<file path="config.mk">
export PLATFORM = sky130hd
export DESIGN_NAME = cpu_reg_bank_flat
export DESIGN_NICKNAME = d
export VERILOG_FILES = /design/src/rtl/cpu_reg_pkg.sv /design/src/rtl/cpu_reg_bank_if.sv /design/src/rtl/cpu_reg_bank_cmd_pulse_gen.sv /design/src/rtl/cpu_reg_bank.sv /design/src/flat_wrapper.sv
export SDC_FILE = /design/constraint.sdc
export NUM_CORES = 2
export LEC_CHECK = 0
export CAP_MARGIN = 20
export CORE_MARGIN = 3
export CORE_UTILIZATION = 30
export CTS_CLUSTER_SIZE = 12
export DETAILED_ROUTE_END_ITERATION = 8
export GPL_TIMING_DRIVEN = 0
export PLACE_DENSITY = 0.46
export SETUP_SLACK_MARGIN = 0.1
export SLEW_MARGIN = 10
export SYNTH_ARGS = -nofsm -noshare
export SYNTH_HDL_FRONTEND = slang
export SYNTH_SLANG_ARGS = --single-unit
export TNS_END_PERCENT = 20
</file>
<file path="constraint.sdc">
create_clock -name clk -period 36.1 [get_ports clk]
set_clock_uncertainty 0.05 [all_clocks]
set_input_delay 5.415 -clock clk [delete_from_list [all_inputs] [get_ports clk]]
set_output_delay 5.415 -clock clk [all_outputs]
set_load 0.05 [all_outputs]
</file>
<file path="src/rtl/cpu_reg_pkg.sv">
// Shared register-map constants and byte-merge helper for the CPU register bank.
package cpu_reg_pkg;

    localparam int unsigned OFF_CTRL     = 0;
    localparam int unsigned OFF_FRAMELEN = 1;
    localparam int unsigned OFF_BLANKLEN = 2;
    localparam int unsigned OFF_TOTALNUM = 3;
    localparam int unsigned OFF_CUTNUM   = 4;
    localparam int unsigned OFF_COMMIT   = 5;

    localparam int unsigned CTRL_EN      = 0;
    localparam int unsigned CTRL_START   = 1;
    localparam int unsigned CTRL_STOP    = 2;
    localparam int unsigned CTRL_CLRFIFO = 3;

    localparam int unsigned STATUS_ADDR  = 0;

    localparam int unsigned PULSE_CNT_W  = 8;

    // Replace only the bytes of old_v whose enable bit is set.
    function automatic logic [31:0] be_merge32(input logic [31:0] old_v,
                                               input logic [31:0] new_v,
                                               input logic [3:0]  be);
        logic [31:0] r;
        r = old_v;
        for (int b = 0; b < 4; b++) begin
            if (be[b]) r[8*b +: 8] = new_v[8*b +: 8];
        end
        return r;
    endfunction

endpackage

</file>
<file path="src/rtl/cpu_reg_bank_if.sv">
// Asynchronous-strobe CPU bus between a host and the channel register bank.
interface cpu_reg_bank_if #(
    parameter int unsigned DATA_W = 32,
    parameter int unsigned ADDR_W = 9
);
    logic                  cpu_wr_n;
    logic                  cpu_rd_n;
    logic [ADDR_W-1:0]     cpu_addr;
    logic [DATA_W/8-1:0]   cpu_be;
    logic [DATA_W-1:0]     cpu_wdata;
    logic [DATA_W-1:0]     cpu_rdata;
    logic                  cpu_rvalid;

    modport master (
        output cpu_wr_n, cpu_rd_n, cpu_addr, cpu_be, cpu_wdata,
        input  cpu_rdata, cpu_rvalid
    );

    modport slave (
        input  cpu_wr_n, cpu_rd_n, cpu_addr, cpu_be, cpu_wdata,
        output cpu_rdata, cpu_rvalid
    );
endinterface

</file>
<file path="src/rtl/cpu_reg_bank_cmd_pulse_gen.sv">
// Retriggerable fixed-length command pulse; a fire reloads the counter.
module cmd_pulse_gen
    import cpu_reg_pkg::*;
#(
    parameter int unsigned PULSE_LEN = 4
) (
    input  logic clk,
    input  logic pRST,
    input  logic fire,
    output logic pulse
);
    logic [PULSE_CNT_W-1:0] count;

    // pulse tracks (count != 0) but is kept as its own flop for a clean output
    always_ff @(posedge clk or posedge pRST) begin
        if (pRST) begin
            count <= '0;
            pulse <= 1'b0;
        end else if (fire) begin
            count <= PULSE_CNT_W'(PULSE_LEN);
            pulse <= 1'b1;
        end else if (count != '0) begin
            count <= count - PULSE_CNT_W'(1);
            pulse <= (count != PULSE_CNT_W'(1));
        end
    end
endmodule

</file>
<file path="src/rtl/cpu_reg_bank.sv">
// Per-channel control/shadow/active register bank behind an edge-strobed CPU bus.
module cpu_reg_bank
    import cpu_reg_pkg::*;
#(
    parameter int unsigned NUM_CH    = 4,
    parameter int unsigned DATA_W    = 32,
    parameter int unsigned ADDR_W    = 9,
    parameter int unsigned CH_BASE   = 20,
    parameter int unsigned CH_STRIDE = 16,
    parameter int unsigned PULSE_LEN = 4
) (
    input  logic                   clk,
    input  logic                   pRST,
    cpu_reg_bank_if.slave          bus,
    output logic [NUM_CH-1:0]      ch_enable,
    output logic [NUM_CH-1:0]      ch_start,
    output logic [NUM_CH-1:0]      ch_stop,
    output logic [NUM_CH-1:0]      ch_clrfifo,
    output logic [16*NUM_CH-1:0]   ch_framelen,
    output logic [16*NUM_CH-1:0]   ch_blanklen,
    output logic [32*NUM_CH-1:0]   ch_totalnum,
    output logic [32*NUM_CH-1:0]   ch_cutnum,
    output logic [NUM_CH-1:0]      ch_commit,
    output logic                   error
);
    localparam int unsigned CH_W  = (NUM_CH > 1) ? $clog2(NUM_CH) : 1;
    localparam int unsigned OFF_W = $clog2(CH_STRIDE);
    localparam int unsigned DEC_W = 1 + CH_W + OFF_W;

    // {hit, channel, offset}; hit only for the six implemented offsets
    function automatic logic [DEC_W-1:0] decode(input logic [ADDR_W-1:0] a);
        int unsigned rel;
        logic        hit;
        rel = 32'(a) - 32'(CH_BASE);
        hit = (32'(a) >= 32'(CH_BASE)) &&
              (rel < 32'(NUM_CH * CH_STRIDE)) &&
              ((rel % CH_STRIDE) <= OFF_COMMIT);
        return {hit, CH_W'(rel / CH_STRIDE), OFF_W'(rel % CH_STRIDE)};
    endfunction

    logic                wr_n_q, rd_n_q;
    logic                wr_fire, rd_fire;
    logic                rd_pend;
    logic [ADDR_W-1:0]   rd_addr_q;
    logic [ADDR_W-1:0]   rd_addr_c;
    logic [ADDR_W-1:0]   bad_addr;

    logic                w_hit, r_hit;
    logic [CH_W-1:0]     w_ch, r_ch;
    logic [OFF_W-1:0]    w_off, r_off;
    logic                w_status, w_bad;
    logic [31:0]         wdata32;
    logic [3:0]          be4;

    logic [NUM_CH-1:0]   fire_start, fire_stop, fire_clr, commit_c;
    logic [DATA_W-1:0]   rd_data_c;

    logic [15:0]         sh_frame [NUM_CH];
    logic [15:0]         sh_blank [NUM_CH];
    logic [31:0]         sh_total [NUM_CH];
    logic [31:0]         sh_cut   [NUM_CH];

    assign wr_fire  = wr_n_q & ~bus.cpu_wr_n;
    assign rd_fire  = rd_n_q & ~bus.cpu_rd_n;
    assign wdata32  = 32'(bus.cpu_wdata);
    assign be4      = 4'(bus.cpu_be);
    assign {w_hit, w_ch, w_off} = decode(bus.cpu_addr);
    assign w_status = (bus.cpu_addr == ADDR_W'(STATUS_ADDR));
    assign w_bad    = wr_fire & ~w_hit & ~w_status;

    // A read deferred by a colliding write keeps its own captured address
    assign rd_addr_c = rd_pend ? rd_addr_q : bus.cpu_addr;
    assign {r_hit, r_ch, r_off} = decode(rd_addr_c);

    // Command fires and commit strobes for the current write
    always_comb begin
        fire_start = '0;
        fire_stop  = '0;
        fire_clr   = '0;
        commit_c   = '0;
        if (wr_fire && w_hit) begin
            case (w_off)
                OFF_W'(OFF_CTRL): begin
                    fire_start[w_ch] = wdata32[CTRL_START] & ~wdata32[CTRL_STOP];
                    fire_stop[w_ch]  = wdata32[CTRL_STOP];
                    fire_clr[w_ch]   = wdata32[CTRL_CLRFIFO];
                end
                OFF_W'(OFF_COMMIT): commit_c[w_ch] = wdata32[0];
                default: ;
            endcase
        end
    end

    always_comb begin
        rd_data_c = '0;
        if (rd_addr_c == ADDR_W'(STATUS_ADDR)) begin
            rd_data_c = DATA_W'({bad_addr, error});
        end else if (r_hit) begin
            case (r_off)
                OFF_W'(OFF_CTRL):     rd_data_c = DATA_W'({ch_clrfifo[r_ch], ch_stop[r_ch],
                                                           ch_start[r_ch], ch_enable[r_ch]});
                OFF_W'(OFF_FRAMELEN): rd_data_c = DATA_W'(sh_frame[r_ch]);
                OFF_W'(OFF_BLANKLEN): rd_data_c = DATA_W'(sh_blank[r_ch]);
                OFF_W'(OFF_TOTALNUM): rd_data_c = DATA_W'(sh_total[r_ch]);
                OFF_W'(OFF_CUTNUM):   rd_data_c = DATA_W'(sh_cut[r_ch]);
                default:              rd_data_c = '0;
            endcase
        end
    end

    always_ff @(posedge clk or posedge pRST) begin
        if (pRST) begin
            wr_n_q         <= 1'b0;
            rd_n_q         <= 1'b0;
            rd_pend        <= 1'b0;
            rd_addr_q      <= '0;
            bus.cpu_rdata  <= '0;
            bus.cpu_rvalid <= 1'b0;
            error          <= 1'b0;
            bad_addr       <= '0;
            ch_enable      <= '0;
            ch_commit      <= '0;
            ch_framelen    <= '0;
            ch_blanklen    <= '0;
            ch_totalnum    <= '0;
            ch_cutnum      <= '0;
            for (int ch = 0; ch < NUM_CH; ch++) begin
                sh_frame[ch] <= '0;
                sh_blank[ch] <= '0;
                sh_total[ch] <= '0;
                sh_cut[ch]   <= '0;
            end
        end else begin
            wr_n_q    <= bus.cpu_wr_n;
            rd_n_q    <= bus.cpu_rd_n;
            ch_commit <= commit_c;

            // Write wins a same-cycle collision; the read answers a cycle later
            rd_pend        <= rd_fire & wr_fire;
            bus.cpu_rvalid <= (rd_fire & ~wr_fire) | rd_pend;
            bus.cpu_rdata  <= ((rd_fire & ~wr_fire) | rd_pend) ? rd_data_c : '0;
            if (rd_fire) rd_addr_q <= bus.cpu_addr;

            if (w_bad) begin
                error    <= 1'b1;
                bad_addr <= bus.cpu_addr;
            end else if (wr_fire && w_status && wdata32[0]) begin
                error    <= 1'b0;
            end

            for (int ch = 0; ch < NUM_CH; ch++) begin
                if (wr_fire && w_hit && (w_ch == CH_W'(ch))) begin
                    case (w_off)
                        OFF_W'(OFF_CTRL):     ch_enable[ch] <= wdata32[CTRL_EN];
                        OFF_W'(OFF_FRAMELEN): sh_frame[ch]  <= 16'(be_merge32(32'(sh_frame[ch]), wdata32, be4));
                        OFF_W'(OFF_BLANKLEN): sh_blank[ch]  <= 16'(be_merge32(32'(sh_blank[ch]), wdata32, be4));
                        OFF_W'(OFF_TOTALNUM): sh_total[ch]  <= be_merge32(sh_total[ch], wdata32, be4);
                        OFF_W'(OFF_CUTNUM):   sh_cut[ch]    <= be_merge32(sh_cut[ch], wdata32, be4);
                        default: ;
                    endcase
                end
                if (commit_c[ch]) begin
                    ch_framelen[16*ch +: 16] <= sh_frame[ch];
                    ch_blanklen[16*ch +: 16] <= sh_blank[ch];
                    ch_totalnum[32*ch +: 32] <= sh_total[ch];
                    ch_cutnum[32*ch +: 32]   <= sh_cut[ch];
                end
            end
        end
    end

    for (genvar g = 0; g < NUM_CH; g++) begin : g_ch
        cmd_pulse_gen #(.PULSE_LEN(PULSE_LEN)) u_start (
            .clk(clk), .pRST(pRST), .fire(fire_start[g]), .pulse(ch_start[g]));
        cmd_pulse_gen #(.PULSE_LEN(PULSE_LEN)) u_stop (
            .clk(clk), .pRST(pRST), .fire(fire_stop[g]),  .pulse(ch_stop[g]));
        cmd_pulse_gen #(.PULSE_LEN(PULSE_LEN)) u_clr (
            .clk(clk), .pRST(pRST), .fire(fire_clr[g]),   .pulse(ch_clrfifo[g]));
    end
endmodule

</file>
<file path="src/flat_wrapper.sv">
// flat-port wrapper written by rule: the top's interface ports become plain ports
module cpu_reg_bank_flat import cpu_reg_pkg::*;
#(
    parameter int unsigned NUM_CH    = 4,
    parameter int unsigned DATA_W    = 32,
    parameter int unsigned ADDR_W    = 9,
    parameter int unsigned CH_BASE   = 20,
    parameter int unsigned CH_STRIDE = 16,
    parameter int unsigned PULSE_LEN = 4
)
  (clk, pRST, ch_enable, ch_start, ch_stop, ch_clrfifo, ch_framelen, ch_blanklen, ch_totalnum, ch_cutnum, ch_commit, error, bus_cpu_wr_n, bus_cpu_rd_n, bus_cpu_addr, bus_cpu_be, bus_cpu_wdata, bus_cpu_rdata, bus_cpu_rvalid);
  cpu_reg_bank_if #(.DATA_W(DATA_W), .ADDR_W(ADDR_W)) bus_i ();
  input  logic clk;
  input  logic pRST;
  output logic [NUM_CH-1:0] ch_enable;
  output logic [NUM_CH-1:0] ch_start;
  output logic [NUM_CH-1:0] ch_stop;
  output logic [NUM_CH-1:0] ch_clrfifo;
  output logic [16*NUM_CH-1:0] ch_framelen;
  output logic [16*NUM_CH-1:0] ch_blanklen;
  output logic [32*NUM_CH-1:0] ch_totalnum;
  output logic [32*NUM_CH-1:0] ch_cutnum;
  output logic [NUM_CH-1:0] ch_commit;
  output logic error;
  input wire logic [$bits(bus_i.cpu_wr_n)-1:0] bus_cpu_wr_n;
  input wire logic [$bits(bus_i.cpu_rd_n)-1:0] bus_cpu_rd_n;
  input wire logic [$bits(bus_i.cpu_addr)-1:0] bus_cpu_addr;
  input wire logic [$bits(bus_i.cpu_be)-1:0] bus_cpu_be;
  input wire logic [$bits(bus_i.cpu_wdata)-1:0] bus_cpu_wdata;
  output wire logic [$bits(bus_i.cpu_rdata)-1:0] bus_cpu_rdata;
  output wire logic [$bits(bus_i.cpu_rvalid)-1:0] bus_cpu_rvalid;
  assign bus_i.cpu_wr_n = bus_cpu_wr_n;
  assign bus_i.cpu_rd_n = bus_cpu_rd_n;
  assign bus_i.cpu_addr = bus_cpu_addr;
  assign bus_i.cpu_be = bus_cpu_be;
  assign bus_i.cpu_wdata = bus_cpu_wdata;
  assign bus_cpu_rdata = bus_i.cpu_rdata;
  assign bus_cpu_rvalid = bus_i.cpu_rvalid;
  cpu_reg_bank #(.NUM_CH(NUM_CH), .DATA_W(DATA_W), .ADDR_W(ADDR_W), .CH_BASE(CH_BASE), .CH_STRIDE(CH_STRIDE), .PULSE_LEN(PULSE_LEN)) u_core (.clk(clk), .pRST(pRST), .bus(bus_i), .ch_enable(ch_enable), .ch_start(ch_start), .ch_stop(ch_stop), .ch_clrfifo(ch_clrfifo), .ch_framelen(ch_framelen), .ch_blanklen(ch_blanklen), .ch_totalnum(ch_totalnum), .ch_cutnum(ch_cutnum), .ch_commit(ch_commit), .error(error));
endmodule
</file>
==> impl_metrics.toml <==
[run_status]
status = "finished, final reports clean"

[min_path]
worstHoldStart = "u_core.sh_blank[16]$_DFFE_PP0P_"
whs_path_depth = 2
holdPathEnd = "u_core.sh_blank[16]$_DFFE_PP0P_"
min_path_type = "register to register"

[critical_path]
end_kind = "register"
r2r-start = "u_core.rd_pend$_DFF_PP0_"
required_ns = 36.57
r2r_slack_ns = 29.91
worst-path-max-fanout = 10
timing.rr.end = "u_core.bus.cpu_rdata[1]$_DFF_PP0_"
worstRegToRegCells = 16
crit_type = "primary input to register"
worstPathArrival_ns = 10.88
startpoint_type = "primary input"

[drt]
drc = 0
routed_via_density = 5.01
vias = 27300
dr.pass1.iters = 5
ant_nets = 0
routed_wirelength_um = 156000
routedWlPerCell_um = 28.7
drt_iter0_drc = 1781

[synthesis]
synth_flop_cell = "dfrtp_1"
avgSynthCellArea_um2 = 13.7
async_flop_share_pct = 100
syn_inst = 2974
synth_seq_cells = 939
synth_edf_count = 0
synthDistinctLibCells = 69
netlist_area_mm2 = 0.0408
synth_nets = 3053
ys_warn_count = 0
seq_area_frac_synth_pct = 57.6

[power_and_ir_drop]
power_uw = 2460
p_per_area_mw_per_mm2 = 47.4
irDropWorstVdd_mv = 0.0320
leakage_uw = 0.0243

[grt]
grt_pass1_vias = 28300
grt_overflow = 0
grt_max_degree = 104
grtUsageTotal_pct = 22.1
antenna_found_initial = 18
grt_pass1_wl_um = 222000

[clock_network]
post_cts_buffers = 0
ctsResizeCount = 0
numCtsBuffers = 108
path_clk_slew_ns = 0.06
postCtsHoldBufs = 0
clkLatencyLatePin_ns = 0.73
clock-root-buffer = "clkbuf_16"
clock_path_buffers = 3
cts_tree = "built"
cts_max_level = 3
clock_sinks = 939

[timing]
max_freq_mhz = 96.1
fin_tns_setup_ns = 0
relSlewSlack_pct = 23.7
rsz0062_at_grt = "false"
setup_viol_count_final = 0
hold_viol = 0
slew_violations = 0
fin_crit_ns = 10.41
fin_crit_sh_pct = 28.8
tightest_slew_ns = 1.14

[flow_run]
cap_violations = 0

[placement]
place_congestion = 0.832
portBuffers = 481
place_hpwl_um = 114000

[floorplanning]
rows = 134
die-area_mm2 = 0.140
die_x_um = 375
core_area_mm2 = 0.134
die_h_um = 375
start_util_pct = 30.4
num_io_pins = 487

[finish]
nets = 3663
syn_to_final_growth_pct = 27.0
drive_above_1_share_pct = 26.3
final_util_pct = 38.6
fill_cells = 12900
## power by group
group / internal (uW) / total, uW / leakage, uW / switching (uW)
clock: 659 / 1120 / 0.00178 / 458
sequential: 1100 / 1140 / 0.0128 / 46.0
combinational: 73.9 / 195 / 0.00975 / 121
total: 1830 / 2460 / 0.0243 / 626
## area by class of cell
cell class / count / area (um2) / area share (%)
Antenna cell: 9 / 22.5 / 0.0435
Buffer: 157 / 772 / 1.49
Clock buffer: 154 / 3190 / 6.15
Clock inverter: 36 / 393 / 0.758
Inverter: 61 / 236 / 0.456
Multi-Input combinational cell: 1817 / 16300 / 31.5
Sequential cell: 939 / 23500 / 45.3
Tap cell: 1768 / 2210 / 4.27
Timing Repair Buffer: 500 / 5180 / 10.0
## flip-flops by register name (all words and copies together) (netlist names), 9 cells and up
name	cells
u_core.sh_blank	64
u_core.rd_addr_q	9
u_core.sh_total	128
u_core.bus.cpu_rdata	32
u_core.g_ch.u_start.count	32
u_core.ch_blanklen	64
u_core.ch_framelen	64
u_core.ch_totalnum	128
u_core.ch_cutnum	128
u_core.g_ch.u_clr.count	32
u_core.sh_cut	128
u_core.bad_addr	9
u_core.sh_frame	64
u_core.g_ch.u_stop.count	32
## cell usage after synthesis, types with 5 or more instances
cell / instances / area share, %
nor2_8: 20 / 0.98
dfrtp_1: 939 / 58
mux2_1: 190 / 5.2
a22oi_1: 80 / 1.5
nand4_1: 6 / 0.092
nor3_1: 57 / 0.70
mux2i_1: 41 / 1.0
a221oi_1: 18 / 0.39
a211oi_1: 26 / 0.48
buf_2: 47 / 0.58
nor4_1: 13 / 0.20
nor2_1: 151 / 1.4
xor2_1: 21 / 0.45
nor2b_1: 10 / 0.15
mux2_2: 590 / 16
xnor2_1: 26 / 0.56
nand4b_1: 6 / 0.13
mux4_2: 56 / 3.1
nand3b_1: 6 / 0.11
nor3b_1: 14 / 0.26
nand3_1: 38 / 0.47
or3_1: 15 / 0.23
buf_4: 16 / 0.29
buf_1: 11 / 0.10
buf_6: 8 / 0.22
a21oi_1: 76 / 0.93
o21ai_0: 63 / 0.77
nand2_1: 144 / 1.3
o22ai_1: 11 / 0.17
ha_1: 30 / 0.92
and3_1: 11 / 0.17
a211o_1: 7 / 0.15
nor2_2: 12 / 0.18
clkbuf_1: 75 / 0.69
nand2b_1: 13 / 0.20
inv_1: 61 / 0.56
o221ai_1: 5 / 0.11
## routing by layer
metal | share of wire, % | global-route usage [%]
met3 | 5.8 | 5.11
met4 | 2.9 | 6.98
met1 | 45 | 30.1
met5 | 0.046 | 0
met2 | 46 | 34.8
## worst max-delay path, stage by stage
cell,delay [ns]
clkdlybuf4s50_1,0.59
inv_1,0.17
o21a_1,0.25
inv_1,0.06
ha_1,0.23
clkbuf_1,0.56
nand4b_1,0.18
nand2_1,0.35
clkbuf_1,0.59
clkbuf_1,0.82
o21ai_0,0.54
o311a_1,0.31
o21ai_0,0.79
## stage by stage
stage                     cell area (um2)  hold WS, ns  setup WS [ns]  instances
after CTS                           51800        0.434          25.90       5431
final                               51800        0.432          25.69       5441
after detailed placement            48200        0.421          25.10       5241
after floorplan                     40800        0.393           4.23       2974
after global routing                51800        0.453          25.65       5432
after global placement              47800        0.416          -9.87       5223
## logic make-up (layout without fill, tap and decap cells)
group | after synthesis | after routing | share of synthesized area (%)
fa+ha+maj | 30 | 30 | 0.920
mux | 877 | 877 | 25.6
flops | 939 | 939 | 57.6
xor+xnor | 47 | 47 | 1.01
buf+inv | 218 | 908 | 2.44
other cells | 0 | 9 | 0
compound gates | 318 | 318 | 5.14
simple gates | 545 | 545 | 7.25
## cell usage in the layout, fill, tap and decap left out, types with 15 or more instances in the layout
cell             synthesis  routed
a211oi_1                26      26
a21oi_1                 76      76
a221oi_1                18      18
a22oi_1                 80      80
buf_2                   47      47
buf_4                   16      18
clkbuf_1                75      90
clkbuf_16                0     111
clkbuf_8                 0      25
clkdlybuf4s50_1          0     481
clkinv_2                 0      22
dfrtp_1                939     939
ha_1                    30      30
inv_1                   61      60
mux2_1                 190     190
mux2_2                 590     590
mux2i_1                 41      41
mux4_2                  56      56
nand2_1                144     144
nand3_1                 38      38
nor2_1                 151     151
nor2_8                  20      20
nor3_1                  57      57
o21ai_0                 63      63
or3_1                   15      15
xnor2_1                 26      24
xor2_1                  21      21
## worst max path at each step
stage,start,slack [ns],endpoint,depth (start not counted)
after global routing,bus_cpu_addr[2],25.65,u_core.bus.cpu_rdata[1]$_DFF_PP0_,13
after floorplan,pRST,4.23,u_core.bad_addr[0]$_DFFE_PP0P_,1
after global placement,pRST,-9.87,u_core.ch_totalnum[26]$_DFFE_PP0P_,2
after CTS,bus_cpu_addr[2],25.90,u_core.bus.cpu_rdata[1]$_DFF_PP0_,13
final,bus_cpu_addr[2],25.69,u_core.bus.cpu_rdata[1]$_DFF_PP0_,13
after detailed placement,bus_cpu_addr[2],25.10,u_core.bus.cpu_rdata[1]$_DFF_PP0_,13
No activity file was read; power rests on OpenSTA's default activity.
